$ cat src/rtl/vga_pkg.sv
// Shared 1280x1024@60 timing constants, widths and the control bundle
// carried alongside each pixel request through the latency pipeline.
package vga_pkg;

   localparam int COORD_W   = 11;
   localparam int RGB_W     = 24;
   localparam int SECONDS_W = 7;

   localparam logic [COORD_W-1:0] H_VISIBLE = 11'd1280;
   localparam logic [COORD_W-1:0] H_FRONT   = 11'd48;
   localparam logic [COORD_W-1:0] H_SYNC    = 11'd112;
   localparam logic [COORD_W-1:0] H_BACK    = 11'd248;
   localparam logic [COORD_W-1:0] H_TOTAL   = H_VISIBLE + H_FRONT + H_SYNC + H_BACK;

   localparam logic [COORD_W-1:0] V_VISIBLE = 11'd1024;
   localparam logic [COORD_W-1:0] V_FRONT   = 11'd1;
   localparam logic [COORD_W-1:0] V_SYNC    = 11'd3;
   localparam logic [COORD_W-1:0] V_BACK    = 11'd38;
   localparam logic [COORD_W-1:0] V_TOTAL   = V_VISIBLE + V_FRONT + V_SYNC + V_BACK;

   localparam logic [COORD_W-1:0] H_SYNC_START = H_VISIBLE + H_FRONT;
   localparam logic [COORD_W-1:0] H_SYNC_END   = H_SYNC_START + H_SYNC - 11'd1;
   localparam logic [COORD_W-1:0] V_SYNC_START = V_VISIBLE + V_FRONT;
   localparam logic [COORD_W-1:0] V_SYNC_END   = V_SYNC_START + V_SYNC - 11'd1;

   localparam logic [SECONDS_W-1:0] SECONDS_LAST = 7'd99;

   typedef struct packed {
      logic valid;
      logic hsync;
      logic vsync;
   } ctrl_t;

endpackage

$ cat src/rtl/vga_delay_line.sv
// Fixed-depth shift register with synchronous clear; exposes the last stage
// and the one before it so a registered consumer can line up with the last.
module vga_delay_line #(
   parameter int WIDTH = 3,
   parameter int DEPTH = 3
) (
   input  logic             i_clk,
   input  logic             i_rst,
   input  logic [WIDTH-1:0] i_data,
   output logic [WIDTH-1:0] o_data,
   output logic [WIDTH-1:0] o_prev
);

   logic [DEPTH-1:0][WIDTH-1:0] r_stage;

   always_ff @(posedge i_clk) begin
      if (i_rst) begin
         r_stage <= '0;
      end else begin
         r_stage <= {r_stage[DEPTH-2:0], i_data};
      end
   end

   assign o_data = r_stage[DEPTH-1];
   assign o_prev = r_stage[DEPTH-2];

endmodule

$ cat src/rtl/vga_timing_gen.sv
// 1280x1024@60 timing generator: raster counters issue pixel requests, and the
// sync/valid controls are delayed to meet pixel data returning LAT cycles later.
module vga_timing_gen
   import vga_pkg::*;
#(
   parameter int LAT = 2,
   parameter int FPS = 60
) (
   input  logic                 i_clk,
   input  logic                 i_rst,
   output logic                 o_req_valid,
   output logic [COORD_W-1:0]   o_req_x,
   output logic [COORD_W-1:0]   o_req_y,
   input  logic [RGB_W-1:0]     i_rgb,
   output logic                 o_H_sync,
   output logic                 o_V_sync,
   output logic [RGB_W-1:0]     o_RGB,
   output logic                 o_frame_start,
   output logic [31:0]          o_frame_counter,
   output logic [SECONDS_W-1:0] o_seconds
);

   localparam int               FIS_W    = (FPS > 1) ? $clog2(FPS) : 1;
   localparam logic [FIS_W-1:0] FIS_LAST = FIS_W'(FPS - 1);

   logic [COORD_W-1:0]   r_h;
   logic [COORD_W-1:0]   r_v;
   logic [RGB_W-1:0]     r_rgb;
   logic [31:0]          r_frameCount;
   logic [FIS_W-1:0]     r_fis;
   logic [SECONDS_W-1:0] r_seconds;

   logic  w_hEnd;
   logic  w_vEnd;
   logic  w_frameEvent;
   ctrl_t w_reqCtrl;
   ctrl_t w_outCtrl;
   ctrl_t w_preCtrl;

   assign w_hEnd       = (r_h == H_TOTAL - 11'd1);
   assign w_vEnd       = (r_v == V_TOTAL - 11'd1);
   assign w_frameEvent = w_hEnd && w_vEnd;

   always_ff @(posedge i_clk) begin
      if (i_rst) begin
         r_h <= '0;
         r_v <= '0;
      end else if (w_hEnd) begin
         r_h <= '0;
         r_v <= w_vEnd ? '0 : r_v + 11'd1;
      end else begin
         r_h <= r_h + 11'd1;
      end
   end

   assign o_req_x         = r_h;
   assign o_req_y         = r_v;
   assign o_req_valid     = (r_h < H_VISIBLE) && (r_v < V_VISIBLE);
   assign o_frame_start   = (r_h == '0) && (r_v == '0) && !i_rst;

   assign w_reqCtrl.valid = o_req_valid;
   assign w_reqCtrl.hsync = (r_h >= H_SYNC_START) && (r_h <= H_SYNC_END);
   assign w_reqCtrl.vsync = (r_v >= V_SYNC_START) && (r_v <= V_SYNC_END);

   vga_delay_line #(
      .WIDTH ($bits(ctrl_t)),
      .DEPTH (LAT + 1)
   ) u_align (
      .i_clk  (i_clk),
      .i_rst  (i_rst),
      .i_data (w_reqCtrl),
      .o_data (w_outCtrl),
      .o_prev (w_preCtrl)
   );

   assign o_H_sync = w_outCtrl.hsync;
   assign o_V_sync = w_outCtrl.vsync;

   // The pixel is captured one stage early so the register lands with sync.
   always_ff @(posedge i_clk) begin
      if (i_rst) begin
         r_rgb <= '0;
      end else begin
         r_rgb <= w_preCtrl.valid ? i_rgb : '0;
      end
   end

   assign o_RGB = r_rgb;

   always_ff @(posedge i_clk) begin
      if (i_rst) begin
         r_frameCount <= '0;
         r_fis        <= '0;
         r_seconds    <= '0;
      end else if (w_frameEvent) begin
         r_frameCount <= r_frameCount + 32'd1;
         if (r_fis == FIS_LAST) begin
            r_fis     <= '0;
            r_seconds <= (r_seconds == SECONDS_LAST) ? '0 : r_seconds + 7'd1;
         end else begin
            r_fis <= r_fis + FIS_W'(1);
         end
      end
   end

   assign o_frame_counter = r_frameCount;
   assign o_seconds       = r_seconds;

endmodule
$ cat config.mk
export PLATFORM = sky130hd
export DESIGN_NAME = vga_timing_gen
export DESIGN_NICKNAME = d
export VERILOG_FILES = /design/src/rtl/vga_pkg.sv /design/src/rtl/vga_delay_line.sv /design/src/rtl/vga_timing_gen.sv
export SDC_FILE = /design/constraint.sdc
export NUM_CORES = 1
export LEC_CHECK = 0
export ABC_AREA = 1
export CORE_ASPECT_RATIO = 0.5
export CORE_MARGIN = 1
export CORE_UTILIZATION = 53
export CTS_BUF_LIST = sky130_fd_sc_hd__clkbuf_4
export CTS_CLUSTER_SIZE = 16
export DETAILED_ROUTE_END_ITERATION = 8
export DONT_BUFFER_PORTS = 1
export PLACE_DENSITY = 0.69
export SYNTH_ARGS = -nofsm -noshare
export SYNTH_HDL_FRONTEND = slang
export SYNTH_HIERARCHICAL = 1
export SYNTH_SLANG_ARGS = --single-unit
export TNS_END_PERCENT = 1
$ cat constraint.sdc
create_clock -name i_clk -period 2.5 [get_ports i_clk]
set_input_delay 0.5 -clock i_clk [delete_from_list [all_inputs] [get_ports i_clk]]
set_output_delay 0.5 -clock i_clk [all_outputs]
set_load 0.02 [all_outputs]
# Yosys cells after proc, flatten, opt, wreduce, memory -nomap -nowiden
# Cells that the tools add are included.
# Widths: inputs -> output; s select.
totals:
  reg_bits: 99
  latchBits: 0
  ramBits: 0
  mem_bits_ro: 0
  inputBits: 26
  elab_cells: 40
  memories: 0
classes:
  n_addsub: 5
  multipliers: 0
  n_div: 0
  order_cmp: 6
  eq_ne: 4
  n_shift: 0
  muxes: 3
  bitwise: 1
  n_reduce_logical: 12
op_table:
  columns: ["op", "count"]
  rows:
  - ["$add 32x1->32 const B", 1]
  - ["$add 11x1->11 const B", 2]
  - ["$eq 11x11->1 const B", 2]
  - ["$ge 11x11->1 const B", 2]
  - ["$le 11x11->1 const B", 2]
  - ["$logic_not 11->1", 2]
  - ["$lt 11x11->1 const B", 2]
  - ["$mux 11", 1]
  - ["$add 7x1->7 const B", 1]
  - ["$eq 7x7->1 const B", 1]
  - ["$mux 7", 1]
  - ["$add 6x1->6 const B", 1]
  - ["$eq 6x6->1 const B", 1]
  - ["$logic_and 1x1->1", 6]
  - ["$mux 6", 1]
  - ["$reduce_or 2->1", 2]
  - ["$reduce_and 2->1", 1]
  - ["$logic_not 1->1", 1]
  - ["$not 1->1", 1]

# Depth between registers and ports, before layout
# Gate-level depths: netlist (run 1).
depth:
  ltp_word: 3
  ltp_mapped: 11
  mapped_depth_nobuf: 11

# Modules after synthesis
# Netlist (run 1), hierarchy kept.
modules_own_cells:
  columns: ["module", "n_inst", "cells_per_inst", "area_per_inst_um2"]
  rows:
  - ["vga_timing_gen", 1, 692, 4677.0]
  - ["vga_delay_line", 1, 34, 304.0]

# Worst setup path before layout (run 1)
# OpenSTA, ideal clock, no wires.
synth_path:
  path_type: "input-to-output"
  from: "input i_rst"
  to: "output o_frame_start"
  arrival_time_ps: 1744
  required_time_ps: 2000
  path_slack_ps: 256
  path_stages: 5
  path_buffers: 1
  cell_sequence: "buf_2 -> clkinv_1 -> nand4_1 -> or2_2 -> nor4_1"
synth_via:
  elab_chain_cells: 2
synth_lines:
  columns: ["item", "line_no", "rtl"]
  rows:
  - ["from (decl)", "vga_timing_gen.sv:10", "input logic i_rst,"]
  - ["$logic_not 1->1", "vga_timing_gen.sv:59", "assign o_frame_start = (r_h == '0) && (r_v == '0) && !i_rst;"]
  - ["$logic_and 1x1->1", "vga_timing_gen.sv:59", null]
  - ["to (decl)", "vga_timing_gen.sv:18", "output logic o_frame_start,"]
# Every way passes these cells.

# Worst setup path in the final report (run 1)
layout_path:
  from: "register r_v[1], in the netlist o_req_y[1]"
  to: "output o_frame_start"
layout_via:
  elab_chain_cells: 3
layout_lines:
  columns: ["item", "line_no", "rtl"]
  rows:
  - ["from (decl)", "vga_timing_gen.sv:27", "logic [COORD_W-1:0] r_v;"]
  - ["from (signal assigned)", "vga_timing_gen.sv:50", "r_v <= w_vEnd ? '0 : r_v + 11'd1;"]
  - ["$logic_not 11->1", "vga_timing_gen.sv:59", null]
  - ["$logic_and 1x1->1 (2 in a row)", "vga_timing_gen.sv:59", null]
# Every way passes these cells.

==> key figures, run 1 <==
Outcome
  • Status: complete, but fails checks
  • Failing checks: design-rule violations

Floorplan
  • Die area: 9720 um2
  • Die Ht: 70.2 um
  • Die Wd: 138 um
  • Core Area: 8860 um2
  • Starting density of the core: 55.7%
  • Rows: 24
  • Top Ports: 115

Hold path
  • Min-delay worst type: input pin to flip-flop

Timing
  • Tightest Pin Transition: 0.804 ns
  • Finish-stage setup viols: 0
  • Tcrit/Tclk final: 94.6%
  • Fmax: 0.423 GHz
  • Fin crit period: approximately 2.4 ns
  • Skew final: 0.0212 ns
  • RSZ-0062 raised after global routing: no
  • Max-slew headroom: between 40% and 50%
  • Final slew viol count: 0
  • Setup ws final: between 0.1 and 0.15 ns
  • Setup tns final: 0 ns
  • Hold Fails Final Rpt: 0

Route
  • Wire per inst: 13.1 um
  • DRT Pass-1 Iters: 7
  • DR vias: 4317
  • Post-route ant nets: 0
  • Initial DRC Count: 230
  • Drt total wl: approximately 11000 um
  • DRC: 14
  • Via density: 5.10

Clock network
  • H-tree depth: 3
  • CTS tree: done
  • Longest Clk Path Bufs: 2
  • Num CTS Buffers: 9
  • Clock root cell: clkbuf_4
  • Clock latency on the worst-skew pair: 0.48 ns
  • Clock-pin transition on the worst setup and hold timing paths: 0.17 ns
  • Clk sink count: just under 100
  • Post-CTS Setup Bufs: 0
  • Hold_buf cts: 0

Cells and area
  • Layout cell share with drive strength beyond 1: between 10 and 15%
  • FF+latch area: 1990 um2
  • Fillers: 852
  • Diodes inserted: 0
  • Area of the multi-input gates: around 2400 um2
  • Synthesis-to-layout area growth: 5.61%
  • Nets: around 760
  • Post-layout util: between 50% and 60%
  • Final Cell Area: roughly 5200 um2

Placed design
  • Area after DPL: 5040 um2
  • Hpwl dp: 8290 um
  • Port bufs: 0
  • Setup WS pre-CTS: 0.369 ns
  • Gpl congestion: 0.874

GRT
  • First-pass GRT wire length: 18800 um
  • Grt total ovfl: 0
  • GRT Util Overall: between 20% and 30%
  • Pin count of the biggest net entering global routing: 34
  • Vias in the first global route: 4102
  • Initial antenna violation count: 0

Setup path
  • Endpoint type of the worst setup path: output pin
  • Crit path DAT: ~1.9 ns
  • Worst path cell trace: inv_2 -> ha_1 -> nand4_1 -> or2_2 -> nor4_4 -> buf_4
  • Crit Path Class: flip-flop to output pin
  • CP delay by family, top: simple AND/OR/NAND/NOR gates
  • Crit-path max FO: 5
  • CP max-delay cell: dfxtp_4
  • CP bufs+invs: 2
  • Startpoint Class: flip-flop
  • Max stage delay on crit path: 0.42 ns
  • CP required: ~2.0 ns

Pwr
  • Leakage: 2.27 nW
  • Tot Pwr: approximately 2.5 mW
  • Max IR drop VDD: 0.000302 V
  • Comb pwr share: 2.7%
  • Cell Pwr Density: 489 nW/um2
  • NetSw: 681 uW
  • P_int: 1.87 mW
  • Flop pwr share: 63.6%
  • Net Sw Frac: between 20% and 30%
  • Clock power frac: roughly a third

Synthesis
  • Yosys warnings: 6
  • Mapped Cells: 720
  • Net count after synthesis: 754
  • Post-Synthesis Cell Area: roughly 4900 um2
  • Syn_area_per_cell: 6.85 um2

Run
  • Max-cap violations: 0
## layer usage
| layer | vias up | global-route usage, % | routed length [um] |
|---|---|---|---|
| met2 | 144 | 40.8 | 4910 |
| met3 | 13 | 9.33 | 977 |
| met5 | - | 0 | 0 |
| li1 | 2248 | - | - |
| met1 | 1912 | 28.8 | 5050 |
| met4 | 0 | 7.37 | 136 |
## registers in the layout, summed over array words and instances, names as in the netlist
name	count
u_align/r_stage	3
o_req_x	11
r_fis	6
o_seconds	7
o_req_y	11
o_RGB	24
u_align/o_prev	3
u_align/o_data	2
o_frame_counter	32
## per-stage QoR
stage                     hold slack, ns  instances
final                             0.0641        847
after global routing            0.000301        847
after CTS                         0.0365        847
after detailed placement           0.397        831
after global placement             0.390        831
after floorplan                    0.388        720
## worst reg2reg max path: stages (launching register included)
cell     delay (ns)
dfxtp_1        0.53
ha_1           0.27
nand2_2        0.09
nor2_2         0.21
nand3_4        0.15
nor2_8         0.27
nand2_4        0.11
nor2_1         0.20
nand3_1        0.10
nand2_1        0.08
## layout by cell type, fill, tap and decap left out, types with 3 or more instances in the layout
master and instances:
nand3_1 39, nor2_4 4, nand4_1 21, nor2_1 137
nand3_2 7, clkbuf_4 10, nor3b_1 5, nand2_2 5
nor2_2 14, dfxtp_1 95, inv_2 8, ha_1 8
nor3_1 8, inv_6 3, o21ai_0 17, inv_1 105
nand2_1 165, a31oi_1 5, xor2_1 4, buf_4 9
a21oi_1 27
## cell type report
class                      instances  area share [%]
multi-input combinational        491            46.3
sequential                        99            38.3
inverter                         114            8.22
tap                              117            2.81
timing repair buffer              10            1.68
clock buffer                      10            1.44
clock inverter                     6            1.25
## power by group through the flow
stage | registers (mW) | logic (mW) | clock network, mW
6_report | 1.62 | 0.0678 | 0.859
3_5_place_dp | 1.66 | 0.0656 | 0
5_1_grt | 1.62 | 0.0786 | 0.951
3_3_place_gp | 1.66 | 0.0639 | 0
2_1_floorplan | 1.65 | 0.0582 | 0
4_1_cts | 1.62 | 0.0690 | 0.885
## worst paths after layout
check | cells after the start | slack, ns | from | to
max | 6 | 0.14 | o_req_y[1]$_SDFFE_PP0N_ | o_frame_start
min | 1 | 0.06 | i_rst | u_align/o_prev[1]$_SDFF_PP0_
max reg2reg | 9 | 0.47 | o_req_x[1]$_SDFF_PP0_ | o_seconds[5]$_SDFFE_PP0P_
min reg2reg | 2 | 0.41 | u_align/r_stage[1]$_SDFF_PP0_ | u_align/o_prev[1]$_SDFF_PP0_
## timing repair
item,in CTS,in global routing
endpoints found under the setup margin,1,1
resized for setup,3,6
cloned,0,0
pin swaps,0,1
Note: power is estimated with default switching activity, not from simulation.
==> run 2: changes to the inputs <==
--- a/config.mk
+++ b/config.mk
@@ -6,14 +6,16 @@
 export NUM_CORES = 1
 export LEC_CHECK = 0
 export ABC_AREA = 1
+export CELL_PAD_IN_SITES_DETAIL_PLACEMENT = 1
+export CELL_PAD_IN_SITES_GLOBAL_PLACEMENT = 1
 export CORE_ASPECT_RATIO = 0.5
 export CORE_MARGIN = 1
-export CORE_UTILIZATION = 53
+export CORE_UTILIZATION = 50
 export CTS_BUF_LIST = sky130_fd_sc_hd__clkbuf_4
 export CTS_CLUSTER_SIZE = 16
 export DETAILED_ROUTE_END_ITERATION = 8
 export DONT_BUFFER_PORTS = 1
-export PLACE_DENSITY = 0.69
+export PLACE_DENSITY = 0.89
 export SYNTH_ARGS = -nofsm -noshare
 export SYNTH_HDL_FRONTEND = slang
 export SYNTH_HIERARCHICAL = 1
==> key figures, run 2 (synthesis results as in run 1) <==
Placed design
  • Hpwl dp: 9770 um
  • Gpl congestion: 0.828
  • Port bufs: 0

Route
  • Via density: 5.29
  • DRC: 0
  • DR vias: 4587
  • Drt total wl: about 13000 um
  • Post-route ant nets: 0
  • DRT Pass-1 Iters: 4
  • Initial DRC Count: 220
  • Wire per inst: 15.5 um

Floorplan
  • Top Ports: 115
  • Core Area: 9510 um2
  • Die area: a little over 10000 um2
  • Starting density of the core: 51.9%
  • Rows: 25
  • Die Wd: roughly 140 um
  • Die Ht: 72.2 um

Clock network
  • Clock-pin transition on the worst setup and hold timing paths: 0.17 ns
  • Num CTS Buffers: 9
  • Clock latency on the worst-skew pair: between 0.4 and 0.5 ns
  • Longest Clk Path Bufs: 2
  • Clk sink count: 99
  • Hold_buf cts: 0
  • Clock root cell: clkbuf_4
  • H-tree depth: 3
  • CTS tree: done

Cells and area
  • Layout cell share with drive strength beyond 1: 11.3%
  • Most frequent cells in the layout: nand2_1 (165), nor2_1 (137), inv_1 (104)
  • Diodes inserted: 0
  • Synthesis-to-layout area growth: 6.62%
  • Commonest non-fill, non-tap cell in the layout: nand2_1
  • FF+latch area: 1990 um2
  • Area of the multi-input gates: between 2000 and 2500 um2
  • Nets: 762
  • Fillers: 1299
  • Max reg flops: 32

Pwr
  • Tot Pwr: 2.52 mW
  • Max IR drop VDD: approximately 0.00027 V
  • Leakage: 2.27 nW
  • Cell Pwr Density: 479 nW/um2

Timing
  • Fin crit period: 2.41 ns
  • Fmax: 0.414 GHz
  • Final slew viol count: 0
  • Tightest Pin Transition: 0.891 ns
  • Skew final: just under 0.02 ns
  • Max-slew headroom: 40.0%
  • Hold Fails Final Rpt: 0
  • Worst hold slack: roughly 0.054 ns
  • Tcrit/Tclk final: 96.6%
  • Finish-stage setup viols: 0

Setup path
  • Endpoint type of the worst setup path: output pin
  • Crit Path Class: flip-flop to output pin
  • Startpoint Class: flip-flop
  • Crit path DAT: 1.91 ns
  • Crit-path max FO: 7
  • CP required: 2.00 ns

Hold path
  • Min-delay worst type: input pin to flip-flop

GRT
  • GRT Util Overall: a little over a quarter
  • First-pass GRT wire length: 21400 um
  • Pin count of the biggest net entering global routing: 34
  • Initial antenna violation count: 0
  • Vias in the first global route: 4545
  • Grt total ovfl: 0

Outcome
  • Status: finished, final reports clean

Run
  • Max-cap violations: 0
==> run 2: cell count changes in the layout (fill, tap and decap cells not counted), sizes merged <==
cell,previous run,this run
buf,10,13
clkbuf,10,9
clkinv,2,4
inv,118,116
==> run 2: critical path, stage by stage, from the launching register on <==
cell	delay [ns]
dfxtp_4	0.43
inv_4	0.09
ha_4	0.12
nand4_1	0.08
or2_4	0.27
nor4_4	0.24
buf_4	0.19
==> run 2: power by group <==
part	internal (mW)	switching (mW)	leakage [nW]
Sequential	1.59	0.0280	0.803
Clock	0.222	0.603	0.0704
Combinational	0.0248	0.0477	1.40
==> run 2: timing repair <==
item / CTS / global route
pin swaps: 0 / 3
endpoints found under the hold margin: 0 / 0
setup buffers: 0 / 3
setup endpoints to repair: 1 / 1
resized for setup: 5 / 10
==> run 2: area by class of cell <==
class / count / share of cell area, %
clock buffers: 9 / 1.29
clock inverters: 6 / 1.09
inverters: 114 / 8.23
multi-input cells: 491 / 46.2
flip-flops and latches: 99 / 37.9
well taps: 135 / 3.21
repair buffers: 13 / 2.09
==> run 2: stage by stage <==
stage	std cells	cell area, um2	util (%)	worst slack (ns)	setup TNS (ns)
5_1_grt	867	5260	55.3	-0.0188	-0.0188
6_report	867	5260	55.3	0.0862	0
3_5_place_dp	849	5060	53.3	0.356	0
3_3_place_gp	849	5060	53.3	0.409	0
4_1_cts	864	5210	54.8	0.0110	0
2_1_floorplan	720	4930	-	0.256	0
==> run 2: path summary, 6_finish.rpt <==
| kind | start | endpoint | slack [ns] | cells past startpoint |
|---|---|---|---|---|
| max reg2reg | o_req_x[0]$_SDFF_PP0_ | o_frame_counter[18]$_SDFFE_PP0P_ | 0.32 | 11 |
| max | o_req_y[0]$_SDFFE_PP0N_ | o_frame_start | 0.09 | 6 |
| min reg2reg | u_align/r_stage[2]$_SDFF_PP0_ | u_align/o_prev[2]$_SDFF_PP0_ | 0.43 | 2 |
| min | i_rst | u_align/o_data[1]$_SDFF_PP0_ | 0.05 | 1 |
==> run 2: layer usage <==
| layer | GRT usage (%) | routed length, um | vias up | part of all wire [%] |
|---|---|---|---|---|
| met5 | 0 | 0 | - | 0 |
| met4 | 6.45 | 150 | 0 | 1.1 |
| met3 | 7.72 | 860 | 18 | 6.4 |
| met2 | 47.5 | 6510 | 135 | 48 |
| met1 | 31.8 | 5910 | 2182 | 44 |
| li1 | - | - | 2252 | - |
==> run 3: changes to the inputs <==
--- a/config.mk
+++ b/config.mk
@@ -16,6 +16,7 @@
 export DETAILED_ROUTE_END_ITERATION = 8
 export DONT_BUFFER_PORTS = 1
 export PLACE_DENSITY = 0.89
+export REMOVE_ABC_BUFFERS = 1
 export SYNTH_ARGS = -nofsm -noshare
 export SYNTH_HDL_FRONTEND = slang
 export SYNTH_HIERARCHICAL = 1
==> key figures, run 3 (synthesis results as in run 1) <==
Cells and area
  • Synthesis-to-layout area growth: 5.63%
  • Area of the multi-input gates: 2410 um2
  • Fillers: 1276
  • FF+latch area: 1990 um2
  • Nets: roughly 760
  • Max reg flops: 32
  • Layout cell share with drive strength beyond 1: between 10% and 20%
  • Commonest non-fill, non-tap cell in the layout: nand2_1
  • Most frequent cells in the layout: nand2_1 (165), nor2_1 (137), inv_1 (104)

Setup path
  • CP max-delay cell: dfxtp_4
  • Max stage delay on crit path: between 0.4 and 0.5 ns
  • Crit Path Class: flip-flop to output pin
  • Crit path DAT: roughly 1.9 ns
  • Crit-path max FO: 5
  • Worst path cell trace: inv_2 -> ha_1 -> nand4_1 -> or2_2 -> nor4_4 -> buf_4
  • CP bufs+invs: 2
  • Endpoint type of the worst setup path: output pin
  • Startpoint Class: flip-flop
  • CP required: 2.00 ns
  • CP delay by family, top: simple AND/OR/NAND/NOR gates

GRT
  • Initial antenna violation count: 0
  • First-pass GRT wire length: 22200 um
  • GRT Util Overall: 27.6%
  • Grt total ovfl: 0
  • Vias in the first global route: 4710
  • Pin count of the biggest net entering global routing: 34

Pwr
  • Leakage: 2.25 nW
  • Cell Pwr Density: roughly 500 nW/um2
  • Max IR drop VDD: 0.000334 V
  • Tot Pwr: 2.57 mW

Floorplan
  • Core Area: 9510 um2
  • Die Wd: 142 um
  • Rows: 25
  • Die Ht: about 72 um
  • Top Ports: roughly 120
  • Die area: 10300 um2
  • Starting density of the core: 51.9%

Timing
  • Tcrit/Tclk final: 95.7%
  • Fin crit period: roughly 2.4 ns
  • Tightest Pin Transition: 0.975 ns
  • Setup ws final: around 0.11 ns
  • Hold Fails Final Rpt: 0
  • Max-slew headroom: 34.3%
  • Fmax: 0.418 GHz
  • Setup tns final: 0 ns
  • Skew final: 0.0265 ns
  • Final slew viol count: 0
  • Finish-stage setup viols: 0
  • RSZ-0062 raised after global routing: no

Route
  • DRT Pass-1 Iters: 4
  • Routed wl met3: 968 um
  • DR WL met2: 6360 um
  • Via density: 5.21
  • Initial DRC Count: 216
  • Wire per inst: 15.6 um
  • DR top layer: met4
  • Met1 WL: between 5000 and 6000 um
  • DR vias: between 4000 and 5000
  • Drt total wl: 13400 um
  • DRC: 0
  • Post-route ant nets: 0

Run
  • Max-cap violations: 0

Placed design
  • Setup WS pre-CTS: 0.328 ns
  • Port bufs: 0
  • Gpl congestion: 0.868
  • Hpwl dp: 9970 um

Clock network
  • Post-CTS Setup Bufs: 0
  • Num CTS Buffers: 9
  • H-tree depth: 3
  • Clock-pin transition on the worst setup and hold timing paths: 0.19 ns
  • Longest Clk Path Bufs: 2
  • Clock latency on the worst-skew pair: around 0.5 ns
  • Hold_buf cts: 0
  • Clock root cell: clkbuf_4
  • CTS tree: done
  • Clk sink count: 99

Outcome
  • Status: finished, final reports clean

Hold path
  • Min-delay worst type: input pin to flip-flop
-- run 3: cell types whose count changed in the layout (fill, tap and decap cells not counted), moves of 2 or more --
cell / previous run / this run
buf_4: 12 / 5
clkinv_8: 0 / 2
dfxtp_1: 95 / 97
dfxtp_2: 2 / 0
inv_2: 7 / 9
inv_4: 2 / 0
-- run 3: path summary, 6_finish.rpt --
path,start,to,cells after the start,slack (ns)
worst min-delay path,i_rst,r_fis[5]$_SDFFE_PP0P_,1,0.05
worst max register to register,o_req_x[0]$_SDFF_PP0_,o_req_y[5]$_SDFFE_PP0N_,10,0.28
worst max-delay path,o_req_y[1]$_SDFFE_PP0N_,o_frame_start,6,0.11
worst min register to register,u_align/o_prev[0]$_SDFF_PP0_,u_align/o_data[0]$_SDFF_PP0_,2,0.42
-- run 3: cell type report --
cell class,count,area share (%)
Sequential cell,99,38.2
Tap cell,135,3.24
Clock buffer,9,1.30
Timing Repair Buffer,6,1.10
Antenna cell,1,0.0480
Multi-Input combinational cell,491,46.3
Clock inverter,7,1.56
Inverter,114,8.22
-- run 3: metal layers --
| metal | GRT usage [%] | vias up |
|---|---|---|
| met5 | 0 | - |
| met4 | 8.00 | 0 |
| met3 | 8.25 | 18 |
| met2 | 49.0 | 110 |
| met1 | 32.7 | 2119 |
| li1 | - | 2245 |
-- run 3: report_power, final --
group | internal, mW | total, mW | switching [mW]
clock network | 0.242 | 0.879 | 0.637
logic | 0.0238 | 0.0702 | 0.0464
registers | 1.59 | 1.62 | 0.0277
-- run 3: repair_timing --
action	in CTS	in global routing
endpoints found under the setup margin	1	1
pin swaps	0	0
resized for setup	3	5
-- run 3: through the flow --
step	utilization, %	hold WS [ns]	cell area [um2]	std cells
finish	54.8	0.0514	5210	862
global route	54.8	0.0123	5210	861
CTS	54.6	0.0258	5190	861
detailed placement	52.9	0.398	5030	845
global placement	52.9	0.390	5030	845
floorplan	-	0.388	4810	704
-- run 3: worst register-to-register path, cell delays in order, from the launching register on --
cell and delay [ns]:
dfxtp_1 0.55, ha_1 0.27, nand2_2 0.09, inv_2 0.12, nand3_1 0.10, nor2_2 0.24, nand2_2 0.26, nand2_2 0.19
inv_1 0.14, o21ai_0 0.10, a21oi_1 0.07
